File: src/rtl/vend_motor_driver.sv
// rtl/vend_motor_driver.sv - queued, timed motor drive with drop-sensor check
// One actuation at a time; priority 1 > 2 > 3; a run without a drop latches fault.
module vend_motor_driver #(
  parameter int MIN_RUN = 4,
  parameter int TIMEOUT = 32,
  parameter int GAP     = 2
) (
  input  logic clock,
  input  logic reset,
  input  logic motor_1_req,
  input  logic motor_2_req,
  input  logic motor_3_req,
  input  logic drop_detect,
  output logic drive_1,
  output logic drive_2,
  output logic drive_3,
  output logic done_1,
  output logic done_2,
  output logic done_3,
  output logic busy,
  output logic fault,
  output logic overflow
);

  localparam int CW = $clog2(TIMEOUT + 1);
  localparam logic [CW-1:0] MIN_C = CW'(MIN_RUN);
  localparam logic [CW-1:0] TMO_C = CW'(TIMEOUT);
  localparam logic [CW-1:0] GAP_C = CW'(GAP);
  localparam logic [CW-1:0] ONE_C = CW'(1);

  typedef enum logic [1:0] {IDLE, SPIN, GAP_S, FAULT} state_t;

  state_t          state, state_n;
  logic [CW-1:0]   cnt, cnt_n, gcnt, gcnt_n;
  logic [2:0]      drive_q, drive_n, done_q, done_n;
  logic [2:0]      req, take;
  logic            pend_1, pend_2, pend_1_n, pend_2_n;
  logic [2:0]      pend_3, pend_3_n;
  logic            fault_q, fault_n, ovf_q, ovf_n;
  logic [1:0]      sum_1, sum_2;
  logic [3:0]      sum_3;

  assign req = {motor_3_req, motor_2_req, motor_1_req};

  always_comb begin
    state_n = state;
    cnt_n   = cnt;
    gcnt_n  = gcnt;
    drive_n = drive_q;
    done_n  = 3'b000;
    fault_n = fault_q;
    take    = 3'b000;
    case (state)
      IDLE: begin
        if (pend_1 | req[0])                  take = 3'b001;
        else if (pend_2 | req[1])             take = 3'b010;
        else if ((pend_3 != 3'd0) | req[2])   take = 3'b100;
        if (take != 3'b000) begin
          state_n = SPIN;
          drive_n = take;
          cnt_n   = ONE_C;
        end
      end
      SPIN: begin
        cnt_n = cnt + ONE_C;
        if ((cnt >= MIN_C) && drop_detect) begin
          drive_n = 3'b000;
          done_n  = drive_q;
          state_n = GAP_S;
          gcnt_n  = ONE_C;
        end else if (cnt == TMO_C) begin
          drive_n = 3'b000;
          state_n = FAULT;
          fault_n = 1'b1;
        end
      end
      GAP_S: begin
        gcnt_n = gcnt + ONE_C;
        if (gcnt == GAP_C) state_n = IDLE;
      end
      default: begin
        drive_n = 3'b000;
      end
    endcase
  end

  // Pending entries: add the new request, subtract the one just selected; excess is lost.
  always_comb begin
    ovf_n    = ovf_q;
    sum_1    = {1'b0, pend_1} + {1'b0, req[0]} - {1'b0, take[0]};
    sum_2    = {1'b0, pend_2} + {1'b0, req[1]} - {1'b0, take[1]};
    sum_3    = {1'b0, pend_3} + {3'b000, req[2]} - {3'b000, take[2]};
    pend_1_n = |sum_1;
    pend_2_n = |sum_2;
    pend_3_n = sum_3[3] ? 3'd7 : sum_3[2:0];
    if (state_n == FAULT) begin
      pend_1_n = 1'b0;
      pend_2_n = 1'b0;
      pend_3_n = 3'd0;
    end else if (sum_1[1] | sum_2[1] | sum_3[3]) begin
      ovf_n = 1'b1;
    end
  end

  always_ff @(posedge clock) begin
    if (reset) begin
      state   <= IDLE;
      cnt     <= '0;
      gcnt    <= '0;
      drive_q <= 3'b000;
      done_q  <= 3'b000;
      pend_1  <= 1'b0;
      pend_2  <= 1'b0;
      pend_3  <= 3'd0;
      fault_q <= 1'b0;
      ovf_q   <= 1'b0;
    end else begin
      state   <= state_n;
      cnt     <= cnt_n;
      gcnt    <= gcnt_n;
      drive_q <= drive_n;
      done_q  <= done_n;
      pend_1  <= pend_1_n;
      pend_2  <= pend_2_n;
      pend_3  <= pend_3_n;
      fault_q <= fault_n;
      ovf_q   <= ovf_n;
    end
  end

  assign drive_1  = drive_q[0];
  assign drive_2  = drive_q[1];
  assign drive_3  = drive_q[2];
  assign done_1   = done_q[0];
  assign done_2   = done_q[1];
  assign done_3   = done_q[2];
  assign fault    = fault_q;
  assign overflow = ovf_q;
  assign busy     = (state == SPIN) | (state == GAP_S) | pend_1 | pend_2 | (pend_3 != 3'd0);

endmodule

File: config.mk
export PLATFORM = sky130hd
export DESIGN_NAME = vend_motor_driver
export DESIGN_NICKNAME = d
export VERILOG_FILES = /design/src/rtl/vend_motor_driver.sv
export SDC_FILE = /design/constraint.sdc
export NUM_CORES = 1
export LEC_CHECK = 0
export BUFFER_PORTS_ARGS = -buffer_cell sky130_fd_sc_hd__buf_4
export CORE_MARGIN = 5
export CORE_UTILIZATION = 57
export CTS_BUF_LIST = sky130_fd_sc_hd__clkbuf_16
export DETAILED_ROUTE_END_ITERATION = 7
export PLACE_DENSITY = 0.89
export REMOVE_ABC_BUFFERS = 1
export SLEW_MARGIN = 20
export SYNTH_ARGS = -nofsm -noshare
export SYNTH_HDL_FRONTEND = slang
export SYNTH_SLANG_ARGS = --single-unit
File: constraint.sdc
create_clock -name clock -period 2.75 [get_ports clock]
set_input_delay 0.6875 -clock clock [delete_from_list [all_inputs] [get_ports clock]]
set_output_delay 0.6875 -clock clock [all_outputs]
set_load 0.05 [all_outputs]
==> qor.yml, run 1 <==
sta:
  finalSetupViolations: 0
  fin_crit_sh_pct: 93.4
  min_period_ns: 2.57
  finalHoldViolations: 0
  max_freq_mhz: 389
  slew_headroom_pct: 65.0
  finalWorstSetupSlack_ns: 0.182
  tightest_slew_ns: 0.522
  clock_skew_ns: 0.00402
  maxSlewViolCount: 0
die:
  start_util_pct: 60.1
  num_rows: 18
  io_pins: 15
  die-area_mm2: 0.00376
  coreArea_mm2: 0.00250
  die_w_um: 61.3
  fp.dieH_um: 61.3
routing:
  dr.pass1.iters: 5
  vias: 1338
  wl_met3_um: 217
  ant_nets: 0
  via_per_inst: 6.05
  wl_per_cell_um: 15.8
  highest_layer: "met4"
  wl_met1_um: 1440
  drc_errors: 0
  wl_met2_um: 1740
  wl_um: 3500
  drt-initial-drc-count: 50
placement:
  hpwl_um: 2480
  dp.cells: 217
  dpl-instance-area_mm2: 0.00167
  place_congestion: 0.830
  post-place-ws_ns: -0.0695
  port_buffers: 14
yosys:
  syn_inst: 171
  yosys-top-cells-count: "27 x dfxtp_1, 26 x nor2_1, 19 x inv_1, 16 x ha_1, 9 x xor2_1"
  synth_edf_count: 0
  yosysWarnings: 0
  async_flop_share_pct: 0
  syn-cell-area_mm2: 0.00150
  synth_top_area_share_pct: 36.0
  synth.most_common_cell: "dfxtp_1"
  synth_top_area_cell: "dfxtp_1"
  synth-seq-cells: 27
  ys_seq_area_share_pct: 36.0
  synth-main-ff-cell: "dfxtp_1"
  synth_top_cells_by_area: "dfxtp_1 36%, ha_1 13%, nor2_1 6.5%, xor2_1 5.2%, inv_1 4.7%"
  syn_avg_cell_area_um2: 8.79
  synth_cell_types: 41
setup_path:
  slowest_stage: "dfxtp_1"
  path_max_fanout: 5
  crit_type: "flop to flop"
  cpPeakStageDelay_ns: 0.34
  endpoint_kind: "flop"
  cp.arrival_ns: 2.71
  critPathLaunchType: "flop"
  cp_data_required_time_ns: 2.90
  path_cells: "inv_1 -> ha_2 -> nand2_1 -> nor4_4 -> ha_1 -> inv_1 -> ha_1 -> a21o_1 -> a21oi_1 -> xnor2_2 -> nor2b_1 -> nor3_1"
finish:
  nets: 215
  drive_gt1_share_pct: 16.2
  nFillCells: 177
  multi_input_area_um2: 903
  postLayoutCellArea_mm2: 0.00178
  register_area_um2: 541
  fin_util_pct: 71.1
  fin_cells: 221
  n_antenna_cell: 0
  areaGrowthSynthToFinish_pct: 18.3
pwr:
  vdd_drop_max_mv: 0.737
  powerDensity_mw_per_mm2: 788
  p_leak_uw: 0.000784
clocking:
  htree_levels: 1
  cts_sinks: 27
  clockBufferDepth: 2
  holdBufCountCts: 0
  clk_latency_ns: 0.27
  cts_root_buf: "clkbuf_16"
  cts_made_buffers: 3
  cts_tree: "yes"
  path_clk_slew_ns: 0.07
worst_hold_path:
  min_path_type: "flop to flop"
grt:
  grt_pass1_wl_um: 5680
  overflow: 0
  grt_usage_pct: 20.4
  grt_pass1_vias: 1274
  grt_max_degree: 20
  antenna_found_initial: 0
run_status:
  run_status: "finished clean"
flow_run:
  drv_cap: 0
-- report_power, final --
group          internal (uW)  switching, uW  total (uW)
logic                    231            318         549
registers                445           68.1         513
clock network            198            141         339
total                    873            528        1400
-- layout make-up --
| cell class | count | share of cell area, % |
|---|---|---|
| Sequential cell | 27 | 30.4 |
| Clock buffer | 3 | 4.22 |
| Multi-Input combinational cell | 122 | 50.8 |
| Timing Repair Buffer | 19 | 8.02 |
| Clock inverter | 1 | 0.422 |
| Tap cell | 30 | 2.11 |
| Inverter | 19 | 4.01 |
-- per-stage QoR --
stage	power, uW	hold slack (ns)	TNS, ns
after floorplan	874	0.485	0
after global placement	973	0.442	0
after detailed placement	1020	0.438	-0.0783
after CTS	1360	0.448	0
after global routing	1500	0.475	-0.0323
final	1400	0.444	0
-- critical path: cells and delay by family (launching register included) --
kind,cells,cell delay (ns)
AO/OA/AOI/OAI,2,0.42
flip-flops,1,0.34
AND/OR/NAND/NOR,4,0.62
buffers and inverters,2,0.18
adder cells (fa/ha/maj),3,0.72
XOR/XNOR,1,0.18
-- cells in the final DEF (no fill, tap or decap), types with 2 or more instances in the layout --
cell type / instances
a211oi_1: 3
a21o_1: 3
a21oi_1: 5
a31oi_1: 3
and2_1: 4
and3_1: 3
buf_4: 19
clkbuf_16: 3
dfxtp_1: 27
ha_1: 15
inv_1: 19
mux2i_1: 3
nand2_1: 5
nand3_1: 3
nand4_1: 5
nor2_1: 26
nor3_1: 6
nor3b_1: 2
o21ai_0: 2
o21bai_1: 2
xor2_1: 9
-- layer usage --
| metal | GRT usage, % | vias to the layer above |
|---|---|---|
| met5 | 0 | - |
| met4 | 10.0 | 0 |
| met3 | 5.24 | 13 |
| met2 | 34.6 | 54 |
| met1 | 23.8 | 632 |
| li1 | - | 639 |
-- worst paths after layout --
| check | from | cells after the start | slack [ns] | to |
|---|---|---|---|---|
| worst max-delay path | state[1] | 12 | 0.18 | pend_3[0] |
| worst min-delay path | fault | 2 | 0.44 | fault |
| worst max register to register | state[1] | 12 | 0.18 | pend_3[0] |
| worst min register to register | fault | 2 | 0.44 | fault |
-- registers in the layout, indices dropped and copies added, names as in the netlist --
register  count
cnt           6
gcnt          6
done_q        3
drive_q       3
pend_3        3
state         2
fault         1
overflow      1
pend_1        1
pend_2        1
-- what timing repair did --
| action | in CTS | in global routing |
|---|---|---|
| endpoints found under the setup margin | 0 | 4 |
| setup buffers | 0 | 0 |
| gates resized for setup | 0 | 4 |
-- cells by family after synthesis --
kind of cell               share of synthesized area, %
DFF                                                36.0
and+or+nand+nor                                    21.6
buffers and inverters                              5.58
AOI/OAI and AO/OA                                  13.8
xor gates and xnor gates                           6.41
muxes                                              2.00
adders and majority gates                          14.7
Note: power is estimated with default switching activity, not from simulation.
==> run 2: changes to the inputs <==
--- a/config.mk
+++ b/config.mk
@@ -12,3 +12,3 @@
 export DETAILED_ROUTE_END_ITERATION = 7
-export PLACE_DENSITY = 0.89
+export PLACE_DENSITY = 0.77
 export REMOVE_ABC_BUFFERS = 1
==> constraint.sdc (replaced) <==
create_clock -name clock -period 2.75 [get_ports clock]
set_input_delay 0.55 -clock clock [delete_from_list [all_inputs] [get_ports clock]]
set_output_delay 0.55 -clock clock [all_outputs]
set_load 0.05 [all_outputs]
==> run 2 against run 1 <==
  * Global-route usage decreased by 2.0 points
  * Register-to-register slack improved by 0.04 ns
  * Final area shrank 2.4%
  * Non-clock buffer count is 3 lower
  * Sequential power is 3% lower
  * Core utilization fell by 1.7 points
  * Critical path depth unchanged
  * Critical path type unchanged
  * Critical endpoint unchanged
  * Largest power group is now registers
==> qor.yml, run 2 (synthesis results as in run 1) <==
run_status:
  run_status: "finished clean"
placement:
  port_buffers: 14
  dp.cells: 214
  post-place-ws_ns: -0.0569
  place_congestion: 0.852
  dpl-instance-area_mm2: 0.00165
  hpwl_um: 2330
clocking:
  cts_root_buf: "clkbuf_16"
  clk_latency_ns: 0.26
  cts_tree: "yes"
  htree_levels: 1
  cts_sinks: 27
  cts_made_buffers: 3
  path_clk_slew_ns: 0.06
  clockBufferDepth: 2
grt:
  grt_usage_pct: 18.4
  antenna_found_initial: 0
  grt_max_degree: 20
  overflow: 0
  grt_pass1_vias: 1255
  grt_pass1_wl_um: 5200
finish:
  drive_gt1_share_pct: 13.8
  areaGrowthSynthToFinish_pct: 15.5
  fin_util_pct: 69.4
  n_antenna_cell: 0
  final_common_cell: "dfxtp_1"
  multi_input_area_um2: 887
  nFillCells: 211
  fin_cells: 218
  reg_top3: "cnt x6, gcnt x6"
  nets: 212
  postLayoutCellArea_mm2: 0.00174
  register_area_um2: 541
  layout_common_cells: "27 x dfxtp_1, 26 x nor2_1, 20 x inv_1"
setup_path:
  endpoint_kind: "flop"
  critPathLaunch: "state[1]"
  critPathLaunchType: "flop"
  crit_type: "flop to flop"
  cp.arrival_ns: 2.67
  rrSetupSlack_ns: 0.22
  cp_data_required_time_ns: 2.89
  r2r-end: "pend_3[0]"
  ff2ff_path_depth: 12
  path_max_fanout: 5
  worstReg2RegStart: "state[1]"
routing:
  dr.pass1.iters: 4
  via_per_inst: 5.72
  wl_per_cell_um: 13.4
  vias: 1248
  wl_met3_um: 92
  ant_nets: 0
  drt-initial-drc-count: 38
  highest_layer: "met4"
  wl_um: 2930
  wl_met2_um: 1470
  wl_met1_um: 1300
  drc_errors: 0
sta:
  finalWorstSetupSlack_ns: 0.220
  finalSetupViolations: 0
  rsz0062_at_grt: "no"
  maxSlewViolCount: 0
  max_freq_mhz: 395
  fin_crit_sh_pct: 92.0
  slew_headroom_pct: 59.1
  finalHoldViolations: 0
  tightest_slew_ns: 0.606
  min_period_ns: 2.53
  clock_skew_ns: 0.00273
worst_hold_path:
  min_path_cells: 2
  hp-start: "fault"
  min_to: "fault"
  min_path_type: "flop to flop"
flow_run:
  drv_cap: 0
die:
  num_rows: 18
  coreArea_mm2: 0.00250
  fp.dieH_um: 61.3
  io_pins: 15
  die_w_um: 61.3
  die-area_mm2: 0.00376
  start_util_pct: 60.1
pwr:
  powerDensity_mw_per_mm2: 753
  p_leak_uw: 0.000768
  vdd_drop_max_mv: 0.685
## run 2: routing by layer
layer	track usage, %	up-vias
met3	4.40	9
met4	8.48	0
li1	-	632
met1	21.0	582
met5	0	-
met2	32.2	25
## run 2: critical path: stages (launching register included)
cell     delay (ns)
dfxtp_1        0.34
inv_1          0.12
ha_2           0.24
nand2_1        0.09
nor4_2         0.29
ha_1           0.22
inv_1          0.05
ha_1           0.26
a21o_1         0.17
a21oi_1        0.18
xnor2_1        0.22
nor2b_1        0.18
nor3_1         0.05
## run 2: worst max-delay path by stage
stage | endpoint | slack (ns) | cells after the start
3_5_place_dp | pend_3[0] | -0.06 | 12
5_1_grt | pend_3[0] | 0.02 | 12
2_1_floorplan | pend_3[0] | 0.29 | 11
6_report | pend_3[0] | 0.22 | 12
3_3_place_gp | pend_3[0] | 0.09 | 12
4_1_cts | pend_3[0] | 0.09 | 12
## run 2: report_power, final
group	total, uW	leakage [uW]	internal, uW	switching (uW)
sequential	497	0.000221	445	52.2
clock	315	0.0000423	194	121
combinational	494	0.000505	206	288
total	1310	0.000768	845	461
## run 2: final cells by class
cell class / instances / area share, %
clock buffers: 3 / 4.33
clock inverters: 1 / 0.216
inverters: 19 / 4.11
multi-input cells: 122 / 51.1
flip-flops and latches: 27 / 31.1
well taps: 30 / 2.16
repair buffers: 16 / 6.92
## run 2: through the flow
step                power (uW)  TNS [ns]  hold WS (ns)
finish                    1310         0         0.456
global route              1410         0         0.496
CTS                       1310         0         0.468
detailed placement         998   -0.0660         0.452
global placement           972         0         0.442
floorplan                  874         0         0.485
## run 2: timing repair
item,in CTS,in global routing
endpoints found under the setup margin,0,4
hold buffers,0,0
resized for setup,0,2
setup buffers,0,0
